$ cat config.mk
export PLATFORM = sky130hd
export DESIGN_NAME = mmu_result_drain
export DESIGN_NICKNAME = d
export VERILOG_FILES = /design/src/rtl/mmu_result_drain.sv
export SDC_FILE = /design/constraint.sdc
export NUM_CORES = 1
export LEC_CHECK = 0
export ABC_AREA = 1
export CAP_MARGIN = 20
export CELL_PAD_IN_SITES_DETAIL_PLACEMENT = 0
export CELL_PAD_IN_SITES_GLOBAL_PLACEMENT = 1
export CORE_MARGIN = 3
export CORE_UTILIZATION = 30
export CTS_BUF_LIST = sky130_fd_sc_hd__clkbuf_2
export CTS_CLUSTER_SIZE = 40
export DETAILED_ROUTE_END_ITERATION = 10
export HOLD_SLACK_MARGIN = 0.06
export PLACE_DENSITY_LB_ADDON = 0.2
export SLEW_MARGIN = 10
export SYNTH_ARGS = -nofsm -noshare
export SYNTH_HDL_FRONTEND = slang
export SYNTH_SLANG_ARGS = --single-unit
$ cat constraint.sdc
create_clock -name clk -period 6.37 [get_ports clk]
set_clock_uncertainty 0.15 [all_clocks]
set_input_delay 1.274 -clock clk [delete_from_list [all_inputs] [get_ports clk]]
set_output_delay 1.274 -clock clk [all_outputs]
set_load 0.02 [all_outputs]
$ cat src/rtl/mmu_result_drain.sv
// Result drain for the 2x2 systolic MMU: waits for the accumulators to settle,
// captures and clears them, then streams the four results out as bytes.
module mmu_result_drain #(
    parameter int ACC_W     = 16,
    parameter int DRAIN_LAT = 5
) (
    input  logic             clk,
    input  logic             rst,
    input  logic             start,
    input  logic [ACC_W-1:0] c00,
    input  logic [ACC_W-1:0] c01,
    input  logic [ACC_W-1:0] c10,
    input  logic [ACC_W-1:0] c11,
    output logic             clear_out,
    output logic [7:0]       out_data,
    output logic             out_valid,
    input  logic             out_ready,
    output logic             busy,
    output logic             done
);

    // Handshake: a byte transfers on a rising edge where out_valid && out_ready;
    // out_data is held stable while out_valid && !out_ready.

    localparam int BPR   = ACC_W / 8;
    localparam int NB    = 4 * BPR;
    localparam int IDX_W = $clog2(NB);
    localparam int CNT_W = (DRAIN_LAT > 1) ? $clog2(DRAIN_LAT) : 1;

    localparam logic [CNT_W-1:0] CNT_LOAD = CNT_W'(DRAIN_LAT - 1);
    localparam logic [IDX_W-1:0] IDX_LAST = IDX_W'(NB - 1);

    typedef enum logic [1:0] {
        S_IDLE = 2'd0,
        S_WAIT = 2'd1,
        S_SEND = 2'd2
    } state_t;

    state_t             state_q, state_d;
    logic [CNT_W-1:0]   cnt_q, cnt_d;
    logic [IDX_W-1:0]   idx_q, idx_d;
    logic [4*ACC_W-1:0] cap_q, cap_d;
    logic [7:0]         out_data_q, out_data_d;
    logic               out_valid_q, out_valid_d;
    logic               clear_out_q, clear_out_d;
    logic               busy_q, busy_d;
    logic               done_q, done_d;

    logic [IDX_W-1:0]   idx_nxt;
    logic [7:0]         cap_bytes [NB];

    // Results are packed c00 at the bottom, so byte k of the packed word is
    // exactly the k-th byte of the little-endian stream.
    always_comb begin
        for (int k = 0; k < NB; k++) begin
            cap_bytes[k] = cap_q[8*k +: 8];
        end
    end

    assign idx_nxt = idx_q + IDX_W'(1);

    always_comb begin
        state_d     = state_q;
        cnt_d       = cnt_q;
        idx_d       = idx_q;
        cap_d       = cap_q;
        out_data_d  = out_data_q;
        out_valid_d = out_valid_q;
        clear_out_d = 1'b0;
        done_d      = 1'b0;

        case (state_q)
            S_IDLE: begin
                if (start) begin
                    state_d = S_WAIT;
                    cnt_d   = CNT_LOAD;
                end
            end
            S_WAIT: begin
                if (cnt_q != '0) begin
                    cnt_d = cnt_q - CNT_W'(1);
                end else begin
                    // First byte comes straight from c00 so it is valid on the capture edge.
                    cap_d       = {c11, c10, c01, c00};
                    out_data_d  = c00[7:0];
                    out_valid_d = 1'b1;
                    clear_out_d = 1'b1;
                    idx_d       = '0;
                    state_d     = S_SEND;
                end
            end
            S_SEND: begin
                if (out_valid_q && out_ready) begin
                    if (idx_q == IDX_LAST) begin
                        state_d     = S_IDLE;
                        out_valid_d = 1'b0;
                        out_data_d  = 8'h00;
                        idx_d       = '0;
                        done_d      = 1'b1;
                    end else begin
                        idx_d      = idx_nxt;
                        out_data_d = cap_bytes[idx_nxt];
                    end
                end
            end
            default: begin
                state_d     = S_IDLE;
                out_valid_d = 1'b0;
            end
        endcase

        busy_d = (state_d != S_IDLE);
    end

    always_ff @(posedge clk or posedge rst) begin
        if (rst) begin
            state_q     <= S_IDLE;
            cnt_q       <= '0;
            idx_q       <= '0;
            cap_q       <= '0;
            out_data_q  <= 8'h00;
            out_valid_q <= 1'b0;
            clear_out_q <= 1'b0;
            busy_q      <= 1'b0;
            done_q      <= 1'b0;
        end else begin
            state_q     <= state_d;
            cnt_q       <= cnt_d;
            idx_q       <= idx_d;
            cap_q       <= cap_d;
            out_data_q  <= out_data_d;
            out_valid_q <= out_valid_d;
            clear_out_q <= clear_out_d;
            busy_q      <= busy_d;
            done_q      <= done_d;
        end
    end

    assign out_data  = out_data_q;
    assign out_valid = out_valid_q;
    assign clear_out = clear_out_q;
    assign busy      = busy_q;
    assign done      = done_q;

endmodule

==> flow_metrics.tcl, run 1 <==
set metrics [dict create \
    status "completed" \
    synth_edf_count 0 \
    placed_cell_area_sq_mm 0.00487 \
    max_stage_delay_ns 0.62 \
    synth_flop_cell "dfrtp_1" \
    syn_to_final_growth_pct 22.8 \
    max-cap-violations 0 \
    arrival_ns 1.58 \
    die_area_sq_mm 0.0149 \
    async_flop_share_pct 100 \
    critPathKind "flip-flop to output port" \
    hold_viol_final 0 \
    setup_ws_ns 3.36 \
    fin_cells 750 \
    viasPerCell 4.46 \
    finalWirelength_um 10600 \
    placed_cells 733 \
    dr.first_iter.drc_count 270 \
    gp_congestion 0.814 \
    postCtsHoldBufs 0 \
    post-route-min-period_ns 3.01 \
    dp_hpwl_um 7460 \
    setup_viol 0 \
    portBuffers 79 \
    finalNetCount 645 \
    grt_usage_pct 14.9 \
    cts_root_buf "clkbuf_2" \
    ctsHtreeMaxLevel 3 \
    relSlewSlack_pct 43.3 \
    die_y_um 122 \
    grt_start_max_net_pins 68 \
    vias 3343 \
    slowest_stage "clkdlybuf4s50_1" \
    worstPathRequired_ns 4.95 \
    worstPathMaxFanout 2 \
    clk_latency_ns 0.53 \
    dr.pass1.iters 5 \
    syn-cell-area_sq_mm 0.00405 \
    fmaxAchievable_ghz 0.333 \
    cts_setup_buffers 0 \
    clk_path_buf_depth 2 \
    crit_family "buffers and inverters" \
    cellLeakagePower_nw 2.31 \
    avgSynthCellArea_sq_um 8.01 \
    cp-start-kind "flip-flop" \
    power_density_mw_per_mm2 395 \
    final_cell_area_sq_mm 0.00498 \
    drive_gt1_share_pct 5.02 \
    netlist_instances 506 \
    grt-ovfl-total 0 \
    wl_per_cell_um 14.2 \
    grt_first_pass_wirelength_um 17300 \
    crit_chain "clkdlybuf4s50_1" \
    ant_nets 0 \
    yosys_warnings 0 \
    worst_slew_pin_slew_ns 0.851 \
    grt_pass1_vias 3378 \
    cts_sinks 84 \
    drc 0 \
    start_util_pct 31.4 \
    synth_seq_cells 84 \
    cts_tree "yes" \
    hold_path_class "flip-flop to flip-flop" \
    ys_seq_area_share_pct 51.9 \
    cts_buffers 9 \
    yosys.cell_types.count 21 \
    rsz0062_at_grt "false" \
    antenna_found_initial 0 \
    endpoint_kind "output port" \
    critPathBufInv 1 \
    dp_slack_ns 3.38 \
    cts_resized 0 \
    antenna_cells 0 \
    design.core.area_sq_mm 0.0129 \
    num_rows 41 \
    fin_crit_sh_pct 47.2 \
    ir_drop_v 0.000127 \
    slew_violations 0 \
    syn_nets 578 \
    clkTransAtPathRegs_ns 0.23 \
    num_io_pins 80 \
    die_w_um 122 \
    tns_ns 0 \
]
-- worst register-to-register path, delay by kind of cell (launching register included) --
family                   cells  cell delay, ns
AND/OR/NAND/NOR              3            0.50
adder cells (fa/ha/maj)      1            0.85
flip-flops                   1            0.44
buffers and inverters        1            0.49
AO/OA/AOI/OAI                1            0.07
-- layout make-up --
type	instances	area [sq um]
flip-flops and latches	84	2100
clock inverters	7	43.8
well taps	172	215
multi-input cells	323	1470
fillers	1417	7950
inverters	72	272
clock buffers	9	45.0
repair buffers	83	833
-- sequential cells by signal, summed over array words and instances, names as in the netlist --
| register | cells |
|---|---|
| done | 1 |
| cap_q | 64 |
| out_data | 8 |
| idx_q | 3 |
| state_q | 2 |
| out_valid | 1 |
| clear_out | 1 |
| cnt_q | 3 |
| busy | 1 |
-- per-stage QoR --
step                hold WS [ns]  util (%)  power [W]
floorplan                  0.293         -    0.00149
global placement           0.307      37.7    0.00173
detailed placement         0.311      37.7    0.00174
CTS                        0.360      38.4    0.00199
global route               0.379      38.5    0.00217
finish                     0.351      38.5    0.00196
-- placed cells by master, fill, tap and decap left out --
master and n:
a21oi_1 9, a22oi_1 8, buf_12 1, buf_4 3, clkbuf_2 9, clkdlybuf4s50_1 79, clkinv_1 4, clkinv_2 3
clkinv_4 3, dfrtp_1 84, ha_1 4, inv_1 65, inv_2 4, nand2_1 155, nand2_2 3, nand3_1 53
nand4_1 1, nor2_1 25, nor2_4 3, o21ai_0 60, o22ai_1 1, o31ai_1 1
-- kinds of logic (layout without fill, tap and decap cells) --
logic type / Yosys count / after routing / share of synthesized area [%]
adders and majority gates: 4 / 4 / 1.23
buffers and inverters: 99 / 171 / 11.9
and+or+nand+nor: 240 / 240 / 24.7
AOI/OAI and AO/OA: 79 / 79 / 10.3
DFF: 84 / 84 / 51.9
-- cells in the mapped netlist (2+ instances only) --
master    count  area [sq um]
nand2_1     155           582
dfrtp_1      84          2100
inv_1        66           248
o21ai_0      60           300
nand3_1      53           265
nor2_1       25          93.8
buf_2        11          55.1
a21oi_1       9          45.0
a22oi_1       8          60.1
buf_6         8          90.1
ha_1          4          50.1
inv_2         4          15.0
clkbuf_1      3          11.3
clkbuf_8      3          41.3
nand2_2       3          18.8
nor2_4        3          33.8
buf_4         2          15.0
clkinv_1      2          7.51
-- where the power goes --
part / switching (W) / leakage, nW / internal, W
registers: 0.0000890 / 1.02 / 0.000780
clock network: 0.000189 / 0.0607 / 0.0000499
logic: 0.000537 / 1.23 / 0.000319
total: 0.000815 / 2.31 / 0.00115
-- worst paths after layout --
kind	slack, ns	cells past startpoint	start	to
max	3.36	1	out_data[7]$_DFFE_PP0P_	out_data[7]
min	0.35	2	cap_q[13]$_DFFE_PP0P_	cap_q[13]$_DFFE_PP0P_
max reg2reg	3.78	6	idx_q[1]$_DFFE_PP0P_	out_data[3]$_DFFE_PP0P_
min reg2reg	0.35	2	cap_q[13]$_DFFE_PP0P_	cap_q[13]$_DFFE_PP0P_
max in group asynchronous	4.04	3	rst	out_data[6]$_DFFE_PP0P_
min in group asynchronous	0.93	2	rst	cap_q[16]$_DFFE_PP0P_
-- metal layers --
metal | GRT usage (%) | up-vias | share of wire, %
met5 | 0 | - | 0
met4 | 5.11 | 0 | 1.3
met3 | 2.53 | 10 | 5.0
met2 | 21.6 | 80 | 45
met1 | 22.4 | 1541 | 49
li1 | - | 1712 | -
Note: power is estimated with default switching activity, not from simulation.
==> run 2: changes to the inputs <==
- clock period: 6.37 -> 2.56 ns (I/O delays scaled with it)
==> run 2 against run 1 <==
Against the previous run:
- sequential power is 150% higher
- clock power rose to 2.8 times the previous value
- die area is the same
- count of clock-buffer cells in the layout rose by 1
- non-clock buffer count increased by 2
- sequential cell count unchanged
- via count is 0.90% higher
- final cell count up 0.27%
- worst setup slack worse by 3.1 ns
- largest power group unchanged
==> flow_metrics.tcl, run 2 (synthesis gave the netlist of run 1 again) <==
set metrics [dict create \
    status "completed" \
    relSlewSlack_pct 59.6 \
    slew_violations 0 \
    start_util_pct 31.4 \
    dr.pass1.iters 7 \
    placed_cell_area_sq_mm 0.00493 \
    fin_cells 752 \
    cts_setup_buffers 0 \
    crit_family "buffers and inverters" \
    comb_power_share_pct 43.0 \
    portBuffers 79 \
    crit_chain "clkdlybuf4s50_1" \
    cts_buffers 9 \
    max-cap-violations 0 \
    rsz0062_at_grt "false" \
    clk_path_buf_depth 2 \
    ir_drop_v 0.000304 \
    num_rows 41 \
    clkTransAtPathRegs_ns 0.22 \
    grt_busiest_layer "met2" \
    power_density_mw_per_mm2 990 \
    setup_ws_ns 0.277 \
    final_cell_area_sq_mm 0.00504 \
    largest_register "cap_q" \
    clk_latency_ns 0.55 \
    cellLeakagePower_nw 2.33 \
    fmaxAchievable_ghz 0.438 \
    post-route-min-period_ns 2.28 \
    cts_root_buf "clkbuf_2" \
    fin_crit_sh_pct 89.2 \
    grt_start_max_net_pins 79 \
    grt_use_met1_pct 21.1 \
    finalNetCount 647 \
    antenna_cells 0 \
    antenna_found_initial 0 \
    cts_resized 0 \
    final_cell_mix "155 x nand2_1, 84 x dfrtp_1, 79 x clkdlybuf4s50_1, 65 x inv_1, 60 x o21ai_0" \
    placed_cells 736 \
    grt_pass1_vias 3386 \
    worstPathMaxFanout 2 \
    p_seq_share_pct 43.4 \
    die_y_um 122 \
    critPathKind "flip-flop to output port" \
    worstReg2RegEnd "out_data[4]$_DFFE_PP0P_" \
    worstPathRequired_ns 1.90 \
    die_area_sq_mm 0.0149 \
    r2r_slack_ns 0.56 \
    hold_viol_final 0 \
    grt_first_pass_wirelength_um 17300 \
    design.core.area_sq_mm 0.0129 \
    viasPerCell 4.49 \
    use_met3_pct 3.46 \
    worst_slew_pin_slew_ns 0.604 \
    met2_usage_pct 21.9 \
    grt-ovfl-total 0 \
    tns_ns 0 \
    syn_to_final_growth_pct 24.3 \
    p_sw_share_pct 40.5 \
    dr.first_iter.drc_count 284 \
    p_int_w 0.00297 \
    critPathBufInv 1 \
    grt_usage_pct 14.8 \
    cts_tree "yes" \
    arrival_ns 1.62 \
    ant_nets 0 \
    gp_congestion 0.809 \
    timing.rr.start "idx_q[1]$_DFFE_PP0P_" \
    dp_hpwl_um 7730 \
    largest_reg_flops 64 \
    switching_power_w 0.00202 \
    postCtsHoldBufs 0 \
    cts_sinks 84 \
    final_common_cell "nand2_1" \
    cp-start-kind "flip-flop" \
    drive_gt1_share_pct 5.34 \
    hold_path_class "input pin to asynchronous set/reset pin" \
    seqCellArea_sq_mm 0.00210 \
    num_io_pins 80 \
    die_w_um 122 \
    setup_viol 0 \
    ctsHtreeMaxLevel 3 \
    dp_slack_ns 0.518 \
    multi_input_area_sq_mm 0.00147 \
    finalWirelength_um 10600 \
    endpoint_kind "output port" \
    reg2regPathDepth 6 \
    wl_per_cell_um 14.1 \
    slowest_stage "clkdlybuf4s50_1" \
    vias 3373 \
    drc 0 \
    clkPwrFrac_pct 13.6 \
    fillCellCount 1433 \
    max_stage_delay_ns 0.63 \
]
[run 2: changes by cell type in the layout (fill, tap and decap cells not counted), sizes merged]
cell | previous run | this run
buf | 4 | 6
bufinv | 0 | 1
clkbuf | 9 | 10
clkinv | 10 | 6
clkinvlp | 0 | 2
[run 2: power groups by stage]
stage	clock (W)	combinational [W]	sequential (W)
after detailed placement	0	0.00217	0.00220
final	0.000678	0.00215	0.00216
after CTS	0.000705	0.00218	0.00217
after floorplan	0	0.00148	0.00224
after global routing	0.000763	0.00248	0.00223
after global placement	0	0.00213	0.00220
[run 2: per-layer routing]
layer | part of all wire [%] | wire length [um]
met4 | 2.0 | 214
met2 | 43 | 4550
met3 | 5.4 | 571
met5 | 0 | 0
met1 | 50 | 5240
[run 2: worst max path at each step]
stage / start / endpoint / slack, ns / cells past startpoint
floorplan: idx_q[0]$_DFFE_PP0P_ / out_data[0]$_DFFE_PP0P_ / 0.91 / 7
global route: out_data[4]$_DFFE_PP0P_ / out_data[4] / 0.15 / 1
detailed placement: out_ready / idx_q[1]$_DFFE_PP0P_ / 0.52 / 7
global placement: out_ready / idx_q[1]$_DFFE_PP0P_ / 0.55 / 7
CTS: out_data[7]$_DFFE_PP0P_ / out_data[7] / 0.23 / 1
finish: out_data[4]$_DFFE_PP0P_ / out_data[4] / 0.28 / 1
[run 2: layout make-up]
class                           count  area share [%]
Clock buffer                       10           0.993
Timing Repair Buffer               85            17.3
Tap cell                          172            4.27
Multi-Input combinational cell    323            29.2
Sequential cell                    84            41.7
Inverter                           72            5.44
Clock inverter                      6            1.09
[run 2: stage by stage]
step	utilization, %	hold slack (ns)	power [W]
after floorplan	-	0.293	0.00372
after global placement	38.2	0.309	0.00433
after detailed placement	38.2	0.314	0.00437
after CTS	39.0	0.175	0.00506
after global routing	39.0	0.186	0.00547
final	39.0	0.193	0.00499
==> variant 1: new RTL, config.mk and constraints of run 2 <==
Encoding of `state_t`: now one-hot (3 bits for 3 states).
--- a/src/rtl/mmu_result_drain.sv
+++ b/src/rtl/mmu_result_drain.sv
@@ -30,10 +30,10 @@
     localparam logic [CNT_W-1:0] CNT_LOAD = CNT_W'(DRAIN_LAT - 1);
     localparam logic [IDX_W-1:0] IDX_LAST = IDX_W'(NB - 1);
 
-    typedef enum logic [1:0] {
-        S_IDLE = 2'd0,
-        S_WAIT = 2'd1,
-        S_SEND = 2'd2
+    typedef enum logic [2:0] {
+        S_IDLE = 3'b001,
+        S_WAIT = 3'b010,
+        S_SEND = 3'b100
     } state_t;
 
     state_t             state_q, state_d;
Formal check against the unedited RTL: no difference found for any inputs over 10 cycles, from zero or initial values and one cycle with rst high; not proved beyond that.
==> variant 1 against run 2 <==
  * Design area increased by 1.6%
  * Area after synthesis grew 0.56%
  * Critical path type unchanged
  * Largest power group unchanged
  * Core utilization grew 0.62 points
  * Worst setup slack lost 0.012 ns
  * Clock power rose by 15%
  * Sequential cell count rose by 1
  * Wire length down 0.54%
  * Power shrank 0.91%
  * Fmax down 0.53%
  * Sequential share of layout area decreased by 0.14 points
  * Die area rose by 0.52%
  * Global-route usage grew 0.27 points
  * First-iteration DRC count fell by 4.2%
==> variant 1: results <==
set metrics [dict create \
    irDropWorstVdd_mv 0.497 \
    wl_met3_microns 608 \
    antennaDiodeCount 0 \
    async_reset_ff_share_pct 100 \
    clkTransAtPathRegs_ns 0.22 \
    worstSkewPairLatency_ns 0.57 \
    ys.flop_type "dfrtp_1" \
    wl_per_cell_microns 13.6 \
    syn_avg_cell_area_sq_um 7.78 \
    critical-path-slowest-cell "clkdlybuf4s50_1" \
    ctsResizeCount 0 \
    grt_max_degree 86 \
    dr.first_iter.drc_count 272 \
    highest_layer "met4" \
    track_usage_pct 15.1 \
    synth.area.top_cells "dfrtp_1 52%, nand2_1 14%, o21ai_0 7.4%" \
    largest_reg_flops 64 \
    portBuffers 79 \
    top_register "cap_q" \
    post-place-cells 758 \
    root_buffer "clkbuf_2" \
    layout-drive-gt1-share_pct 5.15 \
    ys_seq_area_share_pct 52.2 \
    post_cts_buffers 0 \
    numCtsBuffers 9 \
    cp_max_fo 2 \
    synthesis.nets 596 \
    antenna_found_initial 0 \
    maxCapViolCount 0 \
    cpPeakStageDelay_ns 0.63 \
    grt.met2_usage_pct 23.7 \
    detailed_place_hpwl_microns 7500 \
    stdcell_count 774 \
    hp-class "in -> async" \
    cp.arrival_ns 1.63 \
    wl_met1_microns 4910 \
    met2_length_microns 4860 \
    yosysUniqueCellTypes 22 \
    grtUsageMet1_pct 20.2 \
    grt_pass1_wl_microns 17500 \
    status "finished, final reports clean" \
    place.gp.congestion 0.808 \
    vias 3468 \
    yosysWarnings 0 \
    h-tree-depth 3 \
    layout.nets 669 \
    synthTopCellsByCount "153 x nand2_1, 84 x dfrtp_1, 78 x inv_1, 60 x o21ai_0, 52 x nand3_1" \
    clk_path_buf_depth 2 \
    leakage_nw 2.42 \
    cp_top_family "buffers and inverters" \
    worst_slew_pin_slew_ns 0.506 \
    gr-usage-met3_pct 4.84 \
    drt_first_pass_iters 5 \
]
==> variant 1: through the flow <==
step,setup slack [ns],cell area (sq um)
after floorplan,0.846,4080
after global placement,0.530,4990
after detailed placement,0.488,4990
after CTS,0.186,5120
after global routing,0.115,5120
final,0.264,5120
==> variant 1: power breakdown <==
part | total (mW) | internal [mW] | switching [mW]
Sequential | 2.13 | 1.92 | 0.210
Combinational | 2.04 | 0.775 | 1.26
Clock | 0.782 | 0.318 | 0.464
==> variant 1: tightest hold or removal path, stage by stage <==
cell and delay [ns]:
clkdlybuf4s50_1 0.44, clkinvlp_4 0.09, buf_12 0.34
==> variant 1: cell families (layout without fill, tap and decap cells) <==
kind of cell | Yosys count | after routing | synth area share, %
adder cells (fa/ha/maj) | 4 | 4 | 1.23
AND/OR/NAND/NOR | 256 | 256 | 25.8
flip-flops | 85 | 85 | 52.2
buffers and inverters | 107 | 185 | 11.9
AO/OA/AOI/OAI | 72 | 72 | 8.93
==> variant 1: cell type report <==
class | instances | area [sq um]
fillers | 1416 | 7810
repair buffers | 86 | 868
clock buffers | 10 | 50.0
clock inverters | 6 | 77.6
well taps | 172 | 215
multi-input cells | 332 | 1460
flip-flops and latches | 85 | 2130
inverters | 83 | 315
==> variant 1: worst paths after layout <==
kind / from / endpoint / slack, ns / depth (start not counted)
worst max-delay path: out_data[5] / out_data[5] / 0.26 / 1
worst min-delay path: rst / cap_q[36] / 0.20 / 3
worst max register to register: idx_q[0] / out_data[1] / 0.47 / 6
worst min register to register: cnt_q[0] / cnt_q[0] / 0.33 / 1
max in group asynchronous: rst / cap_q[19] / 1.62 / 3
min in group clk: c00[9] / cap_q[9] / 0.32 / 3
==> variant 2: new RTL, config.mk and constraints of run 2 <==
Made on the original files. Set the parameter `DRAIN_LAT` to 10 (it was 5).
--- a/src/rtl/mmu_result_drain.sv
+++ b/src/rtl/mmu_result_drain.sv
@@ -2,7 +2,7 @@
 // captures and clears them, then streams the four results out as bytes.
 module mmu_result_drain #(
     parameter int ACC_W     = 16,
-    parameter int DRAIN_LAT = 5
+    parameter int DRAIN_LAT = 10
 ) (
     input  logic             clk,
     input  logic             rst,
Formal check against the unedited RTL: not equivalent (Yosys sat finds a counterexample within 10 cycles, from zero or initial values and one cycle with rst high).
==> variant 2 against run 2 <==
  * Via count decreased by 0.12%
  * Area after synthesis is 0.19% higher
  * Power rose by 2.1%
  * Worst setup slack gained 0.021 ns
  * Synthesized cell count is 1.2% higher
  * First-iteration DRC count is 29% lower
  * Non-clock buffer count is the same
  * Hold slack better by 0.070 ns
  * Clock power down 18%
  * Fmax is 0.91% higher
  * Sequential cell count increased by 1
  * Wire length barely moved
  * Core utilization hardly changed
  * Design area about the same
  * Critical path type unchanged
  * Highest routed layer unchanged
==> variant 2: results <==
set metrics [dict create \
    synth_compound_area_share_pct 10.3 \
    leakage_nw 2.35 \
    synthCells 512 \
    synth.area.top_cells "dfrtp_1 52%, nand2_1 15%, o21ai_0 7.3%" \
    post-place-cells 745 \
    irDropWorstVdd_mv 0.262 \
    worst_slew_pin_slew_ns 0.471 \
    status "finished, final reports clean" \
    grt_max_degree 86 \
    synthAdderAreaFrac_pct 1.23 \
    placed_area_sq_um 4970 \
    detailed_place_hpwl_microns 7550 \
    wl_met1_microns 5160 \
    dr.first_iter.drc_count 202 \
    grt_pass1_wl_microns 17600 \
    met2_length_microns 4830 \
    n_fill_cell 1413 \
    stdcell_count 760 \
    wl_met3_microns 496 \
    drt_first_pass_iters 4 \
    ys_seq_area_share_pct 52.4 \
    place.gp.congestion 0.820 \
    layout-drive-gt1-share_pct 5.44 \
    grt_pass1_vias 3455 \
    yosysUniqueCellTypes 26 \
    track_usage_pct 15.2 \
    wl_per_cell_microns 13.9 \
]
## variant 2: area by class of cell
type | count | area (sq um) | share of cell area, %
well taps | 172 | 215 | 4.27
clock buffers | 11 | 55.1 | 1.09
flip-flops and latches | 85 | 2130 | 42.2
inverters | 75 | 285 | 5.66
multi-input cells | 328 | 1480 | 29.4
clock inverters | 4 | 16.3 | 0.323
repair buffers | 85 | 861 | 17.1
## variant 2: cells by family (layout without fill, tap and decap cells)
logic type	after synthesis	in the layout
flip-flops	85	85
AND/OR/NAND/NOR	245	245
buffers and inverters	99	175
adder cells (fa/ha/maj)	4	4
AO/OA/AOI/OAI	79	79
## variant 2: metrics by stage
step / hold WS (ns) / setup slack [ns] / utilization [%]
after floorplan: 0.293 / 0.849 / -
after global placement: 0.310 / 0.577 / 38.4
after detailed placement: 0.314 / 0.545 / 38.4
after CTS: 0.247 / 0.246 / 39.0
after global routing: 0.264 / 0.219 / 39.0
final: 0.263 / 0.297 / 39.0
## variant 2: final timing paths
check                             from          end  slack, ns  depth (start not counted)
min in group clk                c00[9]     cap_q[9]       0.35                          3
max                        out_data[0]  out_data[0]       0.30                          1
min reg2reg                   cap_q[8]     cap_q[8]       0.36                          2
max reg2reg                   idx_q[0]  out_data[6]       0.58                          6
min                                rst    cap_q[60]       0.26                          3
max in group asynchronous          rst    cap_q[63]       1.62                          3
## variant 2: power breakdown
group          leakage [nW]  internal [mW]  switching [mW]
registers              1.02           1.98           0.246
clock network        0.0543          0.120           0.438
logic                  1.27          0.872            1.43
total                  2.35           2.97            2.12
## variant 2: worst min-delay path, stage by stage
cell             delay [ns]
clkdlybuf4s50_1        0.44
clkinvlp_4             0.09
buf_12                 0.36
## variant 2: metal layers
metal	up-vias	GRT usage, %
li1	1736	-
met4	0	4.48
met1	1555	21.2
met2	69	23.6
met3	9	3.36
met5	-	0
